## src/rtl/usb_pkg.sv

```systemverilog
// Shared constants and types for the USB endpoint-0 receive path.
package usb_pkg;

    localparam logic [7:0] PID_SETUP = 8'h2D;
    localparam logic [7:0] PID_DATA0 = 8'hC3;
    localparam logic [7:0] PID_DATA1 = 8'h4B;

    localparam logic [15:0] CRC16_INIT     = 16'hFFFF;
    localparam logic [15:0] CRC16_POLY     = 16'hA001;
    localparam logic [15:0] CRC16_RESIDUAL = 16'hB001;

    // 8 request bytes followed by the two CRC16 bytes
    localparam logic [3:0] SETUP_PKT_BYTES = 4'd10;

    typedef enum logic [2:0] {
        ERR_NONE    = 3'd0,
        ERR_PID     = 3'd1,
        ERR_LENGTH  = 3'd2,
        ERR_CRC     = 3'd3,
        ERR_FAIL    = 3'd4,
        ERR_TIMEOUT = 3'd5,
        ERR_PREEMPT = 3'd6
    } err_code_t;

    typedef enum logic [1:0] {
        ST_IDLE,
        ST_WAIT_DATA,
        ST_RECV,
        ST_CHECK
    } state_t;

endpackage

```

## src/rtl/usb_setup_capture_if.sv

```systemverilog
// Token/OUT-data stream from the handshake multiplexer plus the decoded SETUP request.
interface usb_setup_capture_if;

    logic [6:0]  dev_addr;
    logic [23:0] token_0;
    logic        token_0_strb;
    logic [7:0]  data_o_0;
    logic        data_o_strb_0;
    logic        data_o_end_0;
    logic        data_o_fail_0;
    logic [7:0]  pid_o;

    logic        setup_valid;
    logic [7:0]  bm_request_type;
    logic [7:0]  b_request;
    logic [15:0] w_value;
    logic [15:0] w_index;
    logic [15:0] w_length;
    logic        setup_err;
    logic [2:0]  setup_err_code;
    logic        busy;

    modport master (
        output dev_addr, token_0, token_0_strb, data_o_0, data_o_strb_0,
               data_o_end_0, data_o_fail_0, pid_o,
        input  setup_valid, bm_request_type, b_request, w_value, w_index,
               w_length, setup_err, setup_err_code, busy
    );

    modport slave (
        input  dev_addr, token_0, token_0_strb, data_o_0, data_o_strb_0,
               data_o_end_0, data_o_fail_0, pid_o,
        output setup_valid, bm_request_type, b_request, w_value, w_index,
               w_length, setup_err, setup_err_code, busy
    );

endinterface

```

## src/rtl/usb_crc16_byte.sv

```systemverilog
// Byte-serial USB CRC16 step (reflected polynomial), shared by the OUT check and IN generation.
module usb_crc16_byte
    import usb_pkg::*;
(
    input  logic [15:0] crc_in,
    input  logic [7:0]  data,
    output logic [15:0] crc_out
);

    logic [15:0] c;

    always_comb begin
        // NOTE: blocking assignments let the eight shift steps chain within one evaluation.
        c = crc_in ^ {8'h00, data};
        for (int i = 0; i < 8; i++) begin
            c = c[0] ? ((c >> 1) ^ CRC16_POLY) : (c >> 1);
        end
        crc_out = c;
    end

endmodule

```

## src/rtl/usb_setup_capture.sv

```systemverilog
// Endpoint-0 SETUP receiver: matches the SETUP token, collects the DATA0 packet,
// checks CRC16 and presents the request fields with a valid or error pulse.
module usb_setup_capture
    import usb_pkg::*;
#(
    parameter int TIMEOUT_CYCLES = 1024,
    parameter bit CHECK_CRC      = 1'b1
) (
    input logic          USB_CLKIN,
    input logic          NRST,
    usb_setup_capture_if.slave bus
);

    localparam int TW = $clog2(TIMEOUT_CYCLES + 1);
    localparam logic [TW-1:0] T_LAST = TW'(TIMEOUT_CYCLES - 1);

    state_t          state, state_nxt;
    logic [3:0]      count, count_nxt;
    logic [15:0]     crc, crc_nxt, crc_byte;
    logic [TW-1:0]   tcount, tcount_nxt;
    logic [7:0]      buffer [8];
    logic            match, restart, accept, in_packet;
    logic            valid_nxt, err_nxt;
    err_code_t       code_nxt;

    // Token CRC5 is the multiplexer's responsibility and is not rechecked here.
    logic unused_crc5;
    assign unused_crc5 = &{1'b0, bus.token_0[23:19]};

    assign match = bus.token_0_strb
                && (bus.token_0[7:0]   == PID_SETUP)
                && (bus.token_0[14:8]  == bus.dev_addr)
                && (bus.token_0[18:15] == 4'd0);

    usb_crc16_byte u_crc (
        .crc_in  (crc),
        .data    (bus.data_o_0),
        .crc_out (crc_byte)
    );

    always_comb begin
        // NOTE: every signal written here gets a default first, so no path infers a latch.
        state_nxt  = state;
        count_nxt  = count;
        crc_nxt    = crc;
        tcount_nxt = tcount;
        restart    = 1'b0;
        accept     = 1'b0;
        in_packet  = 1'b0;
        valid_nxt  = 1'b0;
        err_nxt    = 1'b0;
        code_nxt   = ERR_NONE;

        unique case (state)
            ST_IDLE: restart = match;
            ST_WAIT_DATA: begin
                if (match) begin
                    restart  = 1'b1;
                    err_nxt  = 1'b1;
                    code_nxt = ERR_PREEMPT;
                end else if (bus.data_o_strb_0) begin
                    if (bus.pid_o != PID_DATA0) begin
                        err_nxt   = 1'b1;
                        code_nxt  = ERR_PID;
                        state_nxt = ST_IDLE;
                    end else begin
                        accept    = 1'b1;
                        in_packet = 1'b1;
                        state_nxt = ST_RECV;
                    end
                end else if (tcount == T_LAST) begin
                    err_nxt   = 1'b1;
                    code_nxt  = ERR_TIMEOUT;
                    state_nxt = ST_IDLE;
                end else begin
                    tcount_nxt = tcount + TW'(1);
                end
            end
            ST_RECV: begin
                if (match) begin
                    restart  = 1'b1;
                    err_nxt  = 1'b1;
                    code_nxt = ERR_PREEMPT;
                end else begin
                    accept    = bus.data_o_strb_0;
                    in_packet = 1'b1;
                end
            end
            ST_CHECK: begin
                if (count != SETUP_PKT_BYTES) begin
                    err_nxt  = 1'b1;
                    code_nxt = ERR_LENGTH;
                end else if (CHECK_CRC && (crc != CRC16_RESIDUAL)) begin
                    err_nxt  = 1'b1;
                    code_nxt = ERR_CRC;
                end else begin
                    valid_nxt = 1'b1;
                end
                state_nxt = ST_IDLE;
                restart   = match;
            end
            default: state_nxt = ST_IDLE;
        endcase

        // A byte arriving with end is counted before end moves us to CHECK; fail beats end.
        if (accept) begin
            crc_nxt   = crc_byte;
            count_nxt = (count == 4'hF) ? count : count + 4'd1;
        end
        if (in_packet) begin
            if (bus.data_o_fail_0) begin
                err_nxt   = 1'b1;
                code_nxt  = ERR_FAIL;
                state_nxt = ST_IDLE;
            end else if (bus.data_o_end_0) begin
                state_nxt = ST_CHECK;
            end
        end
        if (restart) begin
            state_nxt  = ST_WAIT_DATA;
            count_nxt  = 4'd0;
            crc_nxt    = CRC16_INIT;
            tcount_nxt = '0;
        end
    end

    always_ff @(posedge USB_CLKIN or negedge NRST) begin
        if (!NRST) begin
            state  <= ST_IDLE;
            count  <= 4'd0;
            crc    <= CRC16_INIT;
            tcount <= '0;
        end else begin
            state  <= state_nxt;
            count  <= count_nxt;
            crc    <= crc_nxt;
            tcount <= tcount_nxt;
        end
    end

    // NOTE: the byte buffer is not reset; it is only read after 10 fresh bytes have been stored.
    always_ff @(posedge USB_CLKIN) begin
        if (accept && !count[3]) begin
            buffer[count[2:0]] <= bus.data_o_0;
        end
    end

    always_ff @(posedge USB_CLKIN or negedge NRST) begin
        if (!NRST) begin
            bus.setup_valid     <= 1'b0;
            bus.setup_err       <= 1'b0;
            bus.setup_err_code  <= ERR_NONE;
            bus.bm_request_type <= 8'h00;
            bus.b_request       <= 8'h00;
            bus.w_value         <= 16'h0000;
            bus.w_index         <= 16'h0000;
            bus.w_length        <= 16'h0000;
        end else begin
            bus.setup_valid <= valid_nxt;
            bus.setup_err   <= err_nxt;
            if (err_nxt) begin
                bus.setup_err_code <= code_nxt;
            end
            if (valid_nxt) begin
                bus.bm_request_type <= buffer[0];
                bus.b_request       <= buffer[1];
                bus.w_value         <= {buffer[3], buffer[2]};
                bus.w_index         <= {buffer[5], buffer[4]};
                bus.w_length        <= {buffer[7], buffer[6]};
            end
        end
    end

    assign bus.busy = (state != ST_IDLE);

endmodule

```

## src/flat_wrapper.sv

```systemverilog
// flat-port wrapper written by rule: the top's interface ports become plain ports
module usb_setup_capture_flat import usb_pkg::*;
#(
    parameter int TIMEOUT_CYCLES = 1024,
    parameter bit CHECK_CRC      = 1'b1
)
  (USB_CLKIN, NRST, bus_dev_addr, bus_token_0, bus_token_0_strb, bus_data_o_0, bus_data_o_strb_0, bus_data_o_end_0, bus_data_o_fail_0, bus_pid_o, bus_setup_valid, bus_bm_request_type, bus_b_request, bus_w_value, bus_w_index, bus_w_length, bus_setup_err, bus_setup_err_code, bus_busy);
  usb_setup_capture_if bus_i ();
  input logic USB_CLKIN;
  input logic NRST;
  input wire logic [$bits(bus_i.dev_addr)-1:0] bus_dev_addr;
  input wire logic [$bits(bus_i.token_0)-1:0] bus_token_0;
  input wire logic [$bits(bus_i.token_0_strb)-1:0] bus_token_0_strb;
  input wire logic [$bits(bus_i.data_o_0)-1:0] bus_data_o_0;
  input wire logic [$bits(bus_i.data_o_strb_0)-1:0] bus_data_o_strb_0;
  input wire logic [$bits(bus_i.data_o_end_0)-1:0] bus_data_o_end_0;
  input wire logic [$bits(bus_i.data_o_fail_0)-1:0] bus_data_o_fail_0;
  input wire logic [$bits(bus_i.pid_o)-1:0] bus_pid_o;
  output wire logic [$bits(bus_i.setup_valid)-1:0] bus_setup_valid;
  output wire logic [$bits(bus_i.bm_request_type)-1:0] bus_bm_request_type;
  output wire logic [$bits(bus_i.b_request)-1:0] bus_b_request;
  output wire logic [$bits(bus_i.w_value)-1:0] bus_w_value;
  output wire logic [$bits(bus_i.w_index)-1:0] bus_w_index;
  output wire logic [$bits(bus_i.w_length)-1:0] bus_w_length;
  output wire logic [$bits(bus_i.setup_err)-1:0] bus_setup_err;
  output wire logic [$bits(bus_i.setup_err_code)-1:0] bus_setup_err_code;
  output wire logic [$bits(bus_i.busy)-1:0] bus_busy;
  assign bus_i.dev_addr = bus_dev_addr;
  assign bus_i.token_0 = bus_token_0;
  assign bus_i.token_0_strb = bus_token_0_strb;
  assign bus_i.data_o_0 = bus_data_o_0;
  assign bus_i.data_o_strb_0 = bus_data_o_strb_0;
  assign bus_i.data_o_end_0 = bus_data_o_end_0;
  assign bus_i.data_o_fail_0 = bus_data_o_fail_0;
  assign bus_i.pid_o = bus_pid_o;
  assign bus_setup_valid = bus_i.setup_valid;
  assign bus_bm_request_type = bus_i.bm_request_type;
  assign bus_b_request = bus_i.b_request;
  assign bus_w_value = bus_i.w_value;
  assign bus_w_index = bus_i.w_index;
  assign bus_w_length = bus_i.w_length;
  assign bus_setup_err = bus_i.setup_err;
  assign bus_setup_err_code = bus_i.setup_err_code;
  assign bus_busy = bus_i.busy;
  usb_setup_capture #(.TIMEOUT_CYCLES(TIMEOUT_CYCLES), .CHECK_CRC(CHECK_CRC)) u_core (.USB_CLKIN(USB_CLKIN), .NRST(NRST), .bus(bus_i));
endmodule
```

## config.mk

```make
export PLATFORM = sky130hd
export DESIGN_NAME = usb_setup_capture_flat
export DESIGN_NICKNAME = d
export VERILOG_FILES = /design/src/rtl/usb_pkg.sv /design/src/rtl/usb_setup_capture_if.sv /design/src/rtl/usb_crc16_byte.sv /design/src/rtl/usb_setup_capture.sv /design/src/flat_wrapper.sv
export SDC_FILE = /design/constraint.sdc
export NUM_CORES = 1
export LEC_CHECK = 0
export CAP_MARGIN = 25
export CORE_UTILIZATION = 40
export CTS_BUF_LIST = sky130_fd_sc_hd__clkbuf_8
export DETAILED_ROUTE_END_ITERATION = 16
export HOLD_SLACK_MARGIN = 0.08
export PLACE_DENSITY = 0.65
export SYNTH_ARGS = -nofsm -noshare
export SYNTH_HDL_FRONTEND = slang
export SYNTH_SLANG_ARGS = --single-unit
```

## constraint.sdc

```tcl
create_clock -name USB_CLKIN -period 4.1 [get_ports USB_CLKIN]
set_input_delay 0.82 -clock USB_CLKIN [delete_from_list [all_inputs] [get_ports USB_CLKIN]]
set_output_delay 0.82 -clock USB_CLKIN [all_outputs]
set_load 0.005 [all_outputs]
```

Yosys cells after proc, flatten, opt, wreduce, memory -nomap -nowiden --
Memory sizes are Yosys's and may differ from the RTL's. A register that Yosys moved wholly into a read port is not among the register bits. Cells that the tools add are included.
Word-level totals: memory bits (writable) 64, output and inout port bits 70, register bits 38, bits of input ports 53, memories kept 1
Memories:
- u_core.buffer | words 8, bits a word 8, rd ports 8, clocked after Yosys merged registers in 8, wr ports 1, line usb_setup_capture.sv:21 | logic [7:0] buffer [8];
Operators by class: equal/unequal tests 14, muxes and demuxes 60, reduce and logical (&&, ||, !) cells 22, add/subtract/negate cells 2, bitwise gates (word level) 9
Operators with widths (count):
- two-way mux 16 bit | 10
- two-way mux 11 bit | 5
- NOT 2 -> 3 bit | 8
- two-way mux 3 bit | 7
- two-way mux 1 bit | 20
- two-way mux 2 bit | 9
- inequality test 16 bit, second input constant | 1
- bitwise XOR 16 x 8 -> 16 bit | 1
- two-way mux 4 bit | 3
- adder 11 x 1 -> 11 bit, second input constant | 1
- == test 11 x 10 -> 1 bit, second input constant | 1
- logical NOT 1 bit | 9
- one-hot mux 3 bit (3 select lines) | 1
- == test 8 x 6 -> 1 bit, second input constant | 1
- inequality test 8 bit, second input constant | 1
- == test 7 bit | 1
- inequality test 2 x 1 -> 1 bit, second input constant | 3
- one-hot mux 1 bit (2 select lines) | 3
- nonzero test 2 bit | 3
- adder 4 x 1 -> 4 bit, second input constant | 1
- == test 2 bit, second input constant | 2
- == test 4 bit, second input constant | 1
- logical AND 1 bit | 4
- logical NOT 4 bit | 1
- 9 further kinds | 10

Logic depth before layout (Yosys ltp) --
Gate-level depths: netlist (run 1).
word-level depth 19, mapped depth 10, mapped depth without buffers 8

Modules after synthesis --
From an unflattened synthesis (run 1), not the netlist that was laid out.
Unflattened totals: cell total of the unflattened synthesis 471, area, all modules 6732.7 um^2
By module, submodules not included:
- usb_setup_capture | area an instance 6453.7 um^2, instances 1, cells an instance 442, seq. area each 4494.3 um^2
- usb_crc16_byte | area an instance 279.0 um^2, instances 1, cells an instance 29, seq. area each 0.0 um^2

Least setup slack after synthesis (run 1) --
Ideal clock, no wire load.
path type input-to-reg, start input bus_pid_o[3], end memory u_core.buffer[0][0] (enable), setup time 0.395 ns, cell stages on the path 6, arrival 2.931 ns, path buffers 1, data required time 3.705 ns, slack 0.775 ns, cell sequence or4_1 -> nor4_1 -> o211a_1 -> buf_4 -> nand3_1 -> nor4_1
On the way: word-level cells in the longest chain between the ends 8
Ends and longest elaborated chain:
- start: declaration | line flat_wrapper.sv:18 | input wire logic [$bits(bus_i.pid_o)-1:0] bus_pid_o;
- inequality test 8 bit | line usb_setup_capture.sv:62 | if (bus.pid_o != PID_DATA0) begin
- two-way mux 1 bit | line usb_setup_capture.sv:62
- two-way mux 1 bit | line usb_setup_capture.sv:61 | end else if (bus.data_o_strb_0) begin
- two-way mux 1 bit | line usb_setup_capture.sv:57 | if (match) begin
- one-hot mux 1 bit (2 select lines) | line usb_setup_capture.sv:54 | unique case (state)
- logical AND 1 bit | line usb_setup_capture.sv:143 | if (accept && !count[3]) begin
- two-way mux 1 bit | line usb_setup_capture.sv:143
- two-way mux 1 bit (implied by the code) | line usb_setup_capture.sv:144 | buffer[count[2:0]] <= bus.data_o_0;
- end: declaration | line usb_setup_capture.sv:21
No other way between the ends.

Worst setup path in the final report (run 1) --
start input bus_pid_o[3], end memory u_core.buffer[4][6] (enable)
Same word-level chain as after synthesis.

==> results of run 1 <==
## cell usage in the layout (no fill, tap or decap), types with 11 or more instances in the layout
cell type,n
mux2_2,64
clkdlybuf4s50_1,116
nor2_1,15
xnor2_1,11
edfxtp_1,64
xor2_1,20
buf_4,17
nand2_1,35
o21ai_0,11
dfrtp_1,86
clkbuf_8,17
dfstp_2,16
## cell families after synthesis
group | after synthesis | share of synthesized area (%)
compound gates | 33 | 3.47
fa+ha+maj | 8 | 1.50
simple gates | 105 | 8.19
flops | 166 | 67.3
xor+xnor | 37 | 5.73
mux | 73 | 12.1
buf+inv | 26 | 1.69
## per-layer routing
layer  wire length [um]  global-route usage [%]  vias up
met5                  0                       0        -
met4                 38                    4.25        0
met3                478                    4.36        2
met2               6720                    27.7       77
met1               6190                    21.0     2036
li1                   -                       -     1879
## power by group
group / total [uW] / internal (uW) / switching, uW
clock: 1180 / 558 / 620
sequential: 1730 / 1720 / 0.526
combinational: 141 / 72.8 / 67.8
## worst paths after layout
check	startpoint	to
worst max-delay path	bus_pid_o[3]	u_core.buffer[4][6]
worst min-delay path	NRST	u_core.bus.w_value[9]
worst max register to register	u_core.state[1]	u_core.buffer[4][6]
worst min register to register	u_core.buffer[7][5]	u_core.bus.w_length[13]
max in group asynchronous	NRST	u_core.crc[1]
min in group USB_CLKIN	u_core.buffer[7][5]	u_core.bus.w_length[13]
## layout make-up
cell class	instances	share of cell area [%]
clock buffers	17	2.72
clock inverters	15	2.02
inverters	8	0.349
multi-input cells	256	24.2
flip-flops and latches	166	52.3
well taps	216	3.14
repair buffers	134	15.3
## through the flow
step / area, um^2 / hold slack (ns) / setup WS (ns) / std cells / power (uW)
after CTS: 8570 / 0.474 / 1.18 / 811 / 3080
after detailed placement: 8160 / 0.462 / 0.693 / 779 / 1900
after floorplan: 6680 / 0.454 / 0.775 / 448 / 1810
final: 8600 / 0.174 / 1.12 / 812 / 3040
after global routing: 8600 / 0.136 / 1.03 / 812 / 3160
after global placement: 8160 / 0.457 / 0.706 / 779 / 1900
## sequential cells by signal, indices dropped and copies added, names as in the netlist
signal	cells
u_core.bus.setup_valid	1
u_core.crc	16
u_core.tcount	11
u_core.count	4
u_core.bus.w_index	16
u_core.bus.b_request	8
u_core.state	2
u_core.bus.setup_err	1
u_core.buffer	64
u_core.bus.setup_err_code	3
u_core.bus.w_value	16
u_core.bus.w_length	16
u_core.bus.bm_request_type	8
==> results.md, run 1 <==
| Step | Result | This run |
|:---|:---|:---|
| setup path | Highest-delay cell along the critical path | or4_1 |
| synth | Netlist cell types | 50 |
| global route | Overflow left after global routing | 0 |
| cts | Number of sinks driven by the clock tree | 166 |
| finish | Post-Route Utilization | 53.4% |
| synth | Flip-flop and latch count after synthesis | 166 |
| synth | Async SR Flop Fraction | 61.4% |
| sta | Final hold violation count | 0 |
| sta | Clock skew after layout | 0.0189 ns |
| global route | Initial antenna violation count | 0 |
| setup path | Largest delay share family, worst path | simple AND/OR/NAND/NOR gates |
| synth | Sequential cell area fraction in the yosys report | 67.3% |
| global route | Vias in the first global route | 4,140 |
| finish | Net count, final | 644 |
| sta | Slew Limit Fails | 0 |
| floorplan | Overall die area | 17,200 um^2 |
| floorplan | Placeable core area | 16,100 um^2 |
| global route | Pin count of the biggest net entering global routing | 76 |
| cts | Later-pin clock latency in the skew report | 0.44 ns |
| cts | Worst-case clock buffer depth | 2 |
| detailed routing | Average via count per standard cell | 4.92 |
| cts | Htree depth | 4 |
| worst hold path | Class of the most critical hold timing path | input pin to asynchronous set/reset pin |
| detailed routing | DRC errors left | 0 |
| floorplan | Number of rows created at floorplan | 46 |
| synth | Instance count of the mapped netlist | 448 |
| finish | Area Growth Syn to Fin | 28.7% |
| synth | Synth area leaders | dfrtp_1 32%, edfxtp_1 29%, mux2_2 11%, dfstp_2 6.3%, xor2_1 2.6% |
| sta | Period Utilization, post-route | 72.7% |
| job | Max-capacitance violation count | 0 |
| cts | Clock Root Buffer | clkbuf_8 |
| sta | Achievable frequency | 0.336 GHz |
| pwr | Static Leakage | 0.00361 uW |
| pwr | Worst IR Drop VDD | 0.000193 V |
| cts | CTS tree | built |
| finish | FILL cells | 1,365 |
| cts | Count of buffers added by post-CTS timing repair for setup | 0 |
| detailed routing | Remaining antenna violation count after routing | 0 |
| setup path | Data arrival time of the critical path | 3.08 ns |
| setup path | Register-to-register setup slack | 1.48 ns |
| synth | EDFF count, synth | 64 |
| status | Status | finished clean |
| placement | Final Wtd Congestion | 0.796 |
| sta | Pin slew with the least headroom to its limit | 0.851 ns |
| synth | Portion of synthesized cell area occupied by the leading cell type | 32.2% |
| global route | Aggregate global-route resource usage | 16.5% |
| setup path | Startpoint Class | input pin |
| floorplan | Die Span Y | 131 um |
| detailed routing | Per-cell routed wire length | 16.5 um |
| pwr | Power density cells | 354 nW/um^2 |
| setup path | CP Cell Sequence | clkdlybuf4s50_1, or4_1, nor4_1, o211a_1, nand3_1, nor2_1, and3_1 |
| detailed routing | Total via count in the routed design | 3,994 |
| floorplan | Overall die width | 131 um |
| setup path | Critical Path Max Stage Delay | 0.58 ns |
| sta | Max-slew headroom | 43.3% |
| finish | Area used by sequential logic in the layout | 4490 um^2 |
| cts | Clock slew seen by the registers of the worst setup and hold paths | 0.09 ns |
| synth | Synth area leader | dfrtp_1 |
| setup path | Setup crit end kind | register |
| floorplan | Io pins | 123 |
| synth | Most used flip-flop cell after synthesis | dfrtp_1 |
| cts | Resized Gates After CTS | 0 |
| sta | Min Clock Period, post-route | 2.98 ns |
| setup path | Maximum fanout along the worst path | 8 |
| setup path | Register-to-Register Path Depth | 8 |
| sta | Unrepaired setup endpoints after global routing | no |
| synth | Most common library cells after synthesis | 86 x dfrtp_1, 64 x edfxtp_1, 64 x mux2_2 |
| synth | Number of warnings printed during yosys synthesis | 0 |
| synth | Mapped Avg Cell Area | 14.9 um^2 |
| sta | Post-route setup TNS | 0 ns |
| placement | Count of input and output buffers | 117 |
| synth | Most numerous cell in the Yosys netlist | dfrtp_1 |
| setup path | Buffers plus inverters on the worst setup path | 1 |
| setup path | Critical path depth | 7 |
| setup path | Critical path type | input pin to register |
| global route | First-pass GRT wire length | 21,800 um |
| detailed routing | First-iteration detailed-routing DRC count | 255 |
| synth | Netlist area before placement | 6680 um^2 |
| placement | Estimated wirelength of the detail-placed design | 9050 um |
| finish | Area of the multi-input gates | 2080 um^2 |
| synth | Syn nets | 509 |
| cts | TritonCTS Buffers | 17 |
| floorplan | Effective utilization at floorplan | 41.4% |
| cts | Cts-stage hold buffer count | 0 |
| finish | Diode insertion count for antenna repair | 0 |
| sta | Final setup violation count | 0 |
| setup path | Required time of the worst setup path | 4.20 ns |
| detailed routing | Detailed-route wire length | 13,400 um |
| finish | Share of final-layout standard cells stronger than drive strength 1 | 23.0% |
| detailed routing | Iteration count of the initial detailed-routing pass | 4 |
No activity file was read; power rests on OpenSTA's default activity.
==> run 2, diff against run 1 <==
clock period = 2.95 ns   (was 4.1 ns; I/O delays follow)
==> run 2 against run 1 <==
Routed wire length rose by 3.6%. Utilization rose by 0.34 points. Sequential cell count did not move. Die area did not move. Global-route usage rose by 0.85 points. Highest routed layer unchanged.
==> results.md, run 2 (synthesis gave the netlist of run 1 again) <==
| Step | Result | This run |
|:---|:---|:---|
| cts | Count of buffers added by post-CTS timing repair for setup | 0 |
| setup path | Maximum fanout along the worst path | 8 |
| pwr | Part of the power in the clock network | 36.4% |
| detailed routing | DRC errors left | 0 |
| setup path | Buffers plus inverters on the worst setup path | 3 |
| cts | TritonCTS Buffers | 17 |
| cts | Number of sinks driven by the clock tree | 166 |
| finish | Commonest cells after routing, fill and taps aside | 116 x clkdlybuf4s50_1, 86 x dfrtp_1, 64 x mux2_2, 64 x edfxtp_1, 35 x nand2_1 |
| finish | Leading cell type in the layout, fill and taps excluded | clkdlybuf4s50_1 |
| global route | Initial antenna violation count | 0 |
| status | Status | finished clean |
| sta | Final setup violation count | 0 |
| floorplan | Overall die area | 17,200 um^2 |
| setup path | Critical path type | input pin to register |
| setup path | Startpoint Class | input pin |
| detailed routing | Total via count in the routed design | 4,075 |
| pwr | Worst IR Drop VDD | 0.000278 V |
| cts | Later-pin clock latency in the skew report | 0.45 ns |
| placement | Dpl cells | 793 |
| sta | Achievable frequency | 0.376 GHz |
| setup path | Largest delay share family, worst path | simple AND/OR/NAND/NOR gates |
| cts | Clock Root Buffer | clkbuf_8 |
| sta | Unrepaired setup endpoints after global routing | no |
| cts | Cts-stage hold buffer count | 0 |
| pwr | Power density cells | 472 nW/um^2 |
| floorplan | Number of rows created at floorplan | 46 |
| setup path | Critical Path Max Stage Delay | 0.59 ns |
| setup path | Highest-delay cell along the critical path | or4_1 |
| floorplan | Io pins | 123 |
| setup path | CP Cell Sequence | clkdlybuf4s50_1, or4_1, nor4_1, o211a_1, nand3_1, buf_4, nor4_1, buf_4 |
| global route | Aggregate global-route resource usage | 17.3% |
| detailed routing | First-iteration detailed-routing DRC count | 209 |
| pwr | Internal Dissipation | 3130 uW |
| cts | Clock slew seen by the registers of the worst setup and hold paths | 0.09 ns |
| detailed routing | Average via count per standard cell | 4.94 |
| sta | Period Utilization, post-route | 90.1% |
| floorplan | Overall die width | 131 um |
| job | Max-capacitance violation count | 0 |
| global route | First-pass GRT wire length | 22,900 um |
| sta | Final hold violation count | 0 |
| global route | Vias in the first global route | 4,204 |
| setup path | Required time of the worst setup path | 3.11 ns |
| pwr | Fraction of power consumed by combinational cells | 4.9% |
| setup path | Setup crit end kind | register |
| sta | Max-slew headroom | 59.5% |
| detailed routing | Remaining antenna violation count after routing | 0 |
| detailed routing | Detailed-route wire length | 13,900 um |
| cts | CTS tree | built |
| detailed routing | Per-cell routed wire length | 16.9 um |
| finish | Number of flip-flops under the largest register name | 64 |
| floorplan | Die Span Y | 131 um |
| placement | Final Wtd Congestion | 0.814 |
| placement | Estimated wirelength of the detail-placed design | 9840 um |
| placement | Count of input and output buffers | 117 |
| pwr | Static Leakage | 0.00366 uW |
| finish | Diode insertion count for antenna repair | 0 |
| detailed routing | Iteration count of the initial detailed-routing pass | 4 |
| finish | Net count, final | 657 |
| pwr | Sequential fraction of design power | 58.7% |
| worst hold path | Class of the most critical hold timing path | input pin to asynchronous set/reset pin |
| sta | Post-route setup TNS | 0 ns |
| global route | Pin count of the biggest net entering global routing | 66 |
| setup path | Data arrival time of the critical path | 2.82 ns |
| sta | Min Clock Period, post-route | 2.66 ns |
| sta | Slew Limit Fails | 0 |
| pwr | Switching pwr | 954 uW |
| finish | Area Growth Syn to Fin | 29.6% |
| finish | Share of final-layout standard cells stronger than drive strength 1 | 24.6% |
| finish | Final Instance Count excl. Fillers | 825 |
| cts | Resized Gates After CTS | 0 |
| sta | Pin slew with the least headroom to its limit | 0.607 ns |
| pwr | Share of total power consumed by net switching | 23.3% |
| cts | Worst-case clock buffer depth | 2 |
| floorplan | Placeable core area | 16,100 um^2 |
| floorplan | Effective utilization at floorplan | 41.4% |
| cts | Htree depth | 4 |
| global route | Overflow left after global routing | 0 |
| sta | Clock skew after layout | 0.0146 ns |
## run 2: cell count changes in the layout (fill, tap and decap cells not counted)
| cell | change |
|---|---|
| buf_12 | +2 |
| buf_16 | -1 |
| buf_4 | +12 |
| bufinv_16 | -2 |
| clkbuf_8 | +1 |
| clkinv_1 | +1 |
| clkinv_2 | +2 |
| clkinv_4 | -1 |
| clkinv_8 | -1 |
| clkinvlp_4 | -2 |
| inv_1 | -1 |
| inv_6 | +2 |
| inv_8 | +1 |
## run 2: worst reg2reg max path: stages (launching register included)
cell,delay (ns)
dfrtp_1,0.42
inv_1,0.12
ha_1,0.26
inv_1,0.13
nor4_1,0.30
o211a_1,0.20
nand3_1,0.18
buf_4,0.21
nor4_1,0.23
buf_4,0.24
## run 2: metal layers
layer	vias up	part of all wire [%]	global-route usage, %
li1	1915	-	-
met1	2049	46	23.1
met2	97	49	27.8
met3	14	3.8	4.28
met4	0	1.2	5.56
met5	-	0	0
## run 2: layout make-up
| class | instances | area, um^2 |
|---|---|---|
| flip-flops and latches | 166 | 4490 |
| inverters | 8 | 30.0 |
| clock inverters | 14 | 113 |
| multi-input cells | 256 | 2080 |
| repair buffers | 147 | 1420 |
| fillers | 1338 | 7460 |
| well taps | 216 | 270 |
| clock buffers | 18 | 248 |
## run 2: through the flow
step	hold WS (ns)	area [um^2]	worst slack (ns)	util [%]	total power [uW]
floorplan	0.294	6680	-0.145	-	2510
global placement	0.457	8290	-0.108	51.5	2650
detailed placement	0.461	8290	-0.171	51.5	2650
CTS	0.127	8650	0.319	53.7	4130
global route	0.136	8650	0.153	53.7	4240
finish	0.125	8650	0.292	53.7	4080
## run 2: power by group through the flow
| stage | clock network [uW] | logic, uW | registers, uW |
|---|---|---|---|
| 2_1_floorplan | 0 | 63.3 | 2450 |
| 3_3_place_gp | 0 | 201 | 2450 |
| 3_5_place_dp | 0 | 203 | 2450 |
| 4_1_cts | 1520 | 206 | 2400 |
| 5_1_grt | 1620 | 220 | 2400 |
| 6_report | 1490 | 202 | 2400 |
## run 2: worst paths after layout
kind | from | endpoint | slack (ns) | cells after the start
max | bus_pid_o[3] | u_core.buffer[0][3] | 0.29 | 8
min | NRST | u_core.bus.setup_valid | 0.13 | 1
max reg2reg | u_core.state[1] | u_core.buffer[0][3] | 0.38 | 9
min reg2reg | u_core.buffer[2][1] | u_core.bus.w_value[1] | 0.48 | 1
max in group asynchronous | NRST | u_core.bus.w_value[5] | 2.09 | 2
min in group USB_CLKIN | u_core.buffer[2][1] | u_core.bus.w_value[1] | 0.48 | 1
==> run 3, diff against run 2 <==
clock period = 3.2 ns   (was 2.95 ns; I/O delays follow)
==> run 3 against run 2 <==
Critical path depth unchanged. Clock skew decreased by 0.0024 ns. Total power decreased by 6.1%. Combinational power decreased by 9.9%. Setup slack improved by 0.27 ns. Sequential cell count unchanged. Largest power group unchanged.
==> results.md, run 3 (synthesis gave the netlist of run 1 again) <==
| Step | Result | This run |
|:---|:---|:---|
| detailed routing | Remaining antenna violation count after routing | 0 |
| sta | Final hold violation count | 0 |
| finish | Area Growth Syn to Fin | 29.4% |
| finish | Final Instance Count excl. Fillers | 817 |
| detailed routing | Per-cell routed wire length | 16.9 um |
| floorplan | Effective utilization at floorplan | 41.4% |
| setup path | Data arrival time of the critical path | 2.78 ns |
| finish | Net count, final | 650 |
| placement | Count of input and output buffers | 117 |
| placement | Dpl cells | 786 |
| global route | First-pass GRT wire length | 22,300 um |
| floorplan | Io pins | 123 |
| finish | Share of final-layout standard cells stronger than drive strength 1 | 23.8% |
| sta | Achievable frequency | 0.380 GHz |
| pwr | Internal Dissipation | 2960 uW |
| sta | Final setup violation count | 0 |
| setup path | Maximum fanout along the worst path | 8 |
| sta | Period Utilization, post-route | 82.3% |
| cts | Resized Gates After CTS | 0 |
| sta | Max-slew headroom | 55.0% |
| setup path | Setup crit end kind | register |
| finish | Leading cell type in the layout, fill and taps excluded | clkdlybuf4s50_1 |
| setup path | Startpoint Class | input pin |
| cts | Clock slew seen by the registers of the worst setup and hold paths | 0.09 ns |
| cts | TritonCTS Buffers | 17 |
| detailed routing | First-iteration detailed-routing DRC count | 204 |
| pwr | Sequential fraction of design power | 57.6% |
| floorplan | Overall die width | 131 um |
| floorplan | Die Span Y | 131 um |
| cts | Htree depth | 4 |
| global route | Aggregate global-route resource usage | 16.8% |
| global route | Initial antenna violation count | 0 |
| pwr | Static Leakage | 0.00363 uW |
| detailed routing | Iteration count of the initial detailed-routing pass | 4 |
| finish | Commonest cells after routing, fill and taps aside | 116 x clkdlybuf4s50_1, 86 x dfrtp_1, 64 x mux2_2, 64 x edfxtp_1, 35 x nand2_1 |
| placement | Final Wtd Congestion | 0.839 |
| placement | Placed Instance Area | 8250 um^2 |
| placement | Estimated wirelength of the detail-placed design | 9620 um |
| cts | CTS tree | built |
| pwr | Part of the power in the clock network | 37.6% |
| sta | Unrepaired setup endpoints after global routing | no |
| pwr | Power density cells | 444 nW/um^2 |
| status | Status | finished clean |
| global route | Overflow left after global routing | 0 |
| setup path | Required time of the worst setup path | 3.35 ns |
| sta | Post-route setup TNS | 0 ns |
| finish | Final instance area | 8640 um^2 |
| pwr | Switching pwr | 875 uW |
| placement | Worst setup timing slack at the placement stage | 0.117 ns |
| pwr | Worst IR Drop VDD | 0.000265 V |
| cts | Later-pin clock latency in the skew report | 0.44 ns |
| floorplan | Overall die area | 17,200 um^2 |
| detailed routing | DRC errors left | 0 |
| sta | Min Clock Period, post-route | 2.63 ns |
| sta | Pin slew with the least headroom to its limit | 0.675 ns |
| cts | Worst-case clock buffer depth | 2 |
| sta | Clock skew after layout | 0.0122 ns |
| detailed routing | Detailed-route wire length | 13,800 um |
| pwr | Share of total power consumed by net switching | 22.8% |
| cts | Clock Root Buffer | clkbuf_8 |
| detailed routing | Average via count per standard cell | 4.96 |
| job | Max-capacitance violation count | 0 |
| sta | Slew Limit Fails | 0 |
| sta | Smallest setup slack after layout | 0.566 ns |
| detailed routing | Total via count in the routed design | 4,050 |
| finish | Diode insertion count for antenna repair | 0 |
| pwr | Fraction of power consumed by combinational cells | 4.7% |
| cts | Number of sinks driven by the clock tree | 166 |
| floorplan | Number of rows created at floorplan | 46 |
| finish | Number of flip-flops under the largest register name | 64 |
| cts | Count of buffers added by post-CTS timing repair for setup | 0 |
| floorplan | Placeable core area | 16,100 um^2 |
| setup path | Critical path type | input pin to register |
| global route | Vias in the first global route | 4,113 |
| worst hold path | Class of the most critical hold timing path | input pin to asynchronous set/reset pin |
| cts | Cts-stage hold buffer count | 0 |
| global route | Pin count of the biggest net entering global routing | 66 |
## run 3: per-stage QoR
stage	utilization, %	hold WS, ns	total power, uW
finish	53.6	0.217	3840
global route	53.6	0.236	3990
CTS	53.6	0.213	3890
detailed placement	51.2	0.461	2440
global placement	51.2	0.458	2430
floorplan	-	0.344	2310
## run 3: per-layer routing
layer  share of wire [%]  routed length [um]  up-vias  global-route usage [%]
li1                    -                   -     1899                       -
met1                  46                6280     2041                    22.1
met2                  50                6910      104                    27.5
met3                 4.0                 548        6                    4.17
met4                0.43                  60        0                    5.10
met5                   0                   0        -                       0
## run 3: final cells by class
type	count	area, um^2
inverter	8	30.0
multi-input combinational	256	2080
clock inverter	13	141
clock buffer	18	248
timing repair buffer	140	1380
fill	1339	7470
sequential	166	4490
tap	216	270
## run 3: power by group through the flow
stage               Sequential [uW]  Clock, uW  Combinational [uW]
CTS                            2210       1490                 185
global route                   2210       1580                 198
floorplan                      2260          0                58.3
detailed placement             2250          0                 183
global placement               2250          0                 180
finish                         2210       1440                 182
## run 3: final timing paths
path                                      from                 endpoint  slack, ns  depth (start not counted)
min in group USB_CLKIN     u_core.buffer[7][6]  u_core.bus.w_length[14]       0.48                          1
min reg2reg                u_core.buffer[7][6]  u_core.bus.w_length[14]       0.48                          1
max reg2reg                    u_core.state[1]      u_core.buffer[2][1]       0.70                          9
max                               bus_pid_o[3]      u_core.buffer[2][1]       0.57                          8
min                                       NRST   u_core.bus.w_value[14]       0.22                          1
max in group asynchronous                 NRST    u_core.bus.w_index[8]       2.25                          2
## run 3: critical path: stages
cell,delay [ns]
clkdlybuf4s50_1,0.39
or4_1,0.58
nor4_1,0.23
o211a_1,0.22
nand3_1,0.13
buf_4,0.18
nor4_1,0.18
buf_4,0.23
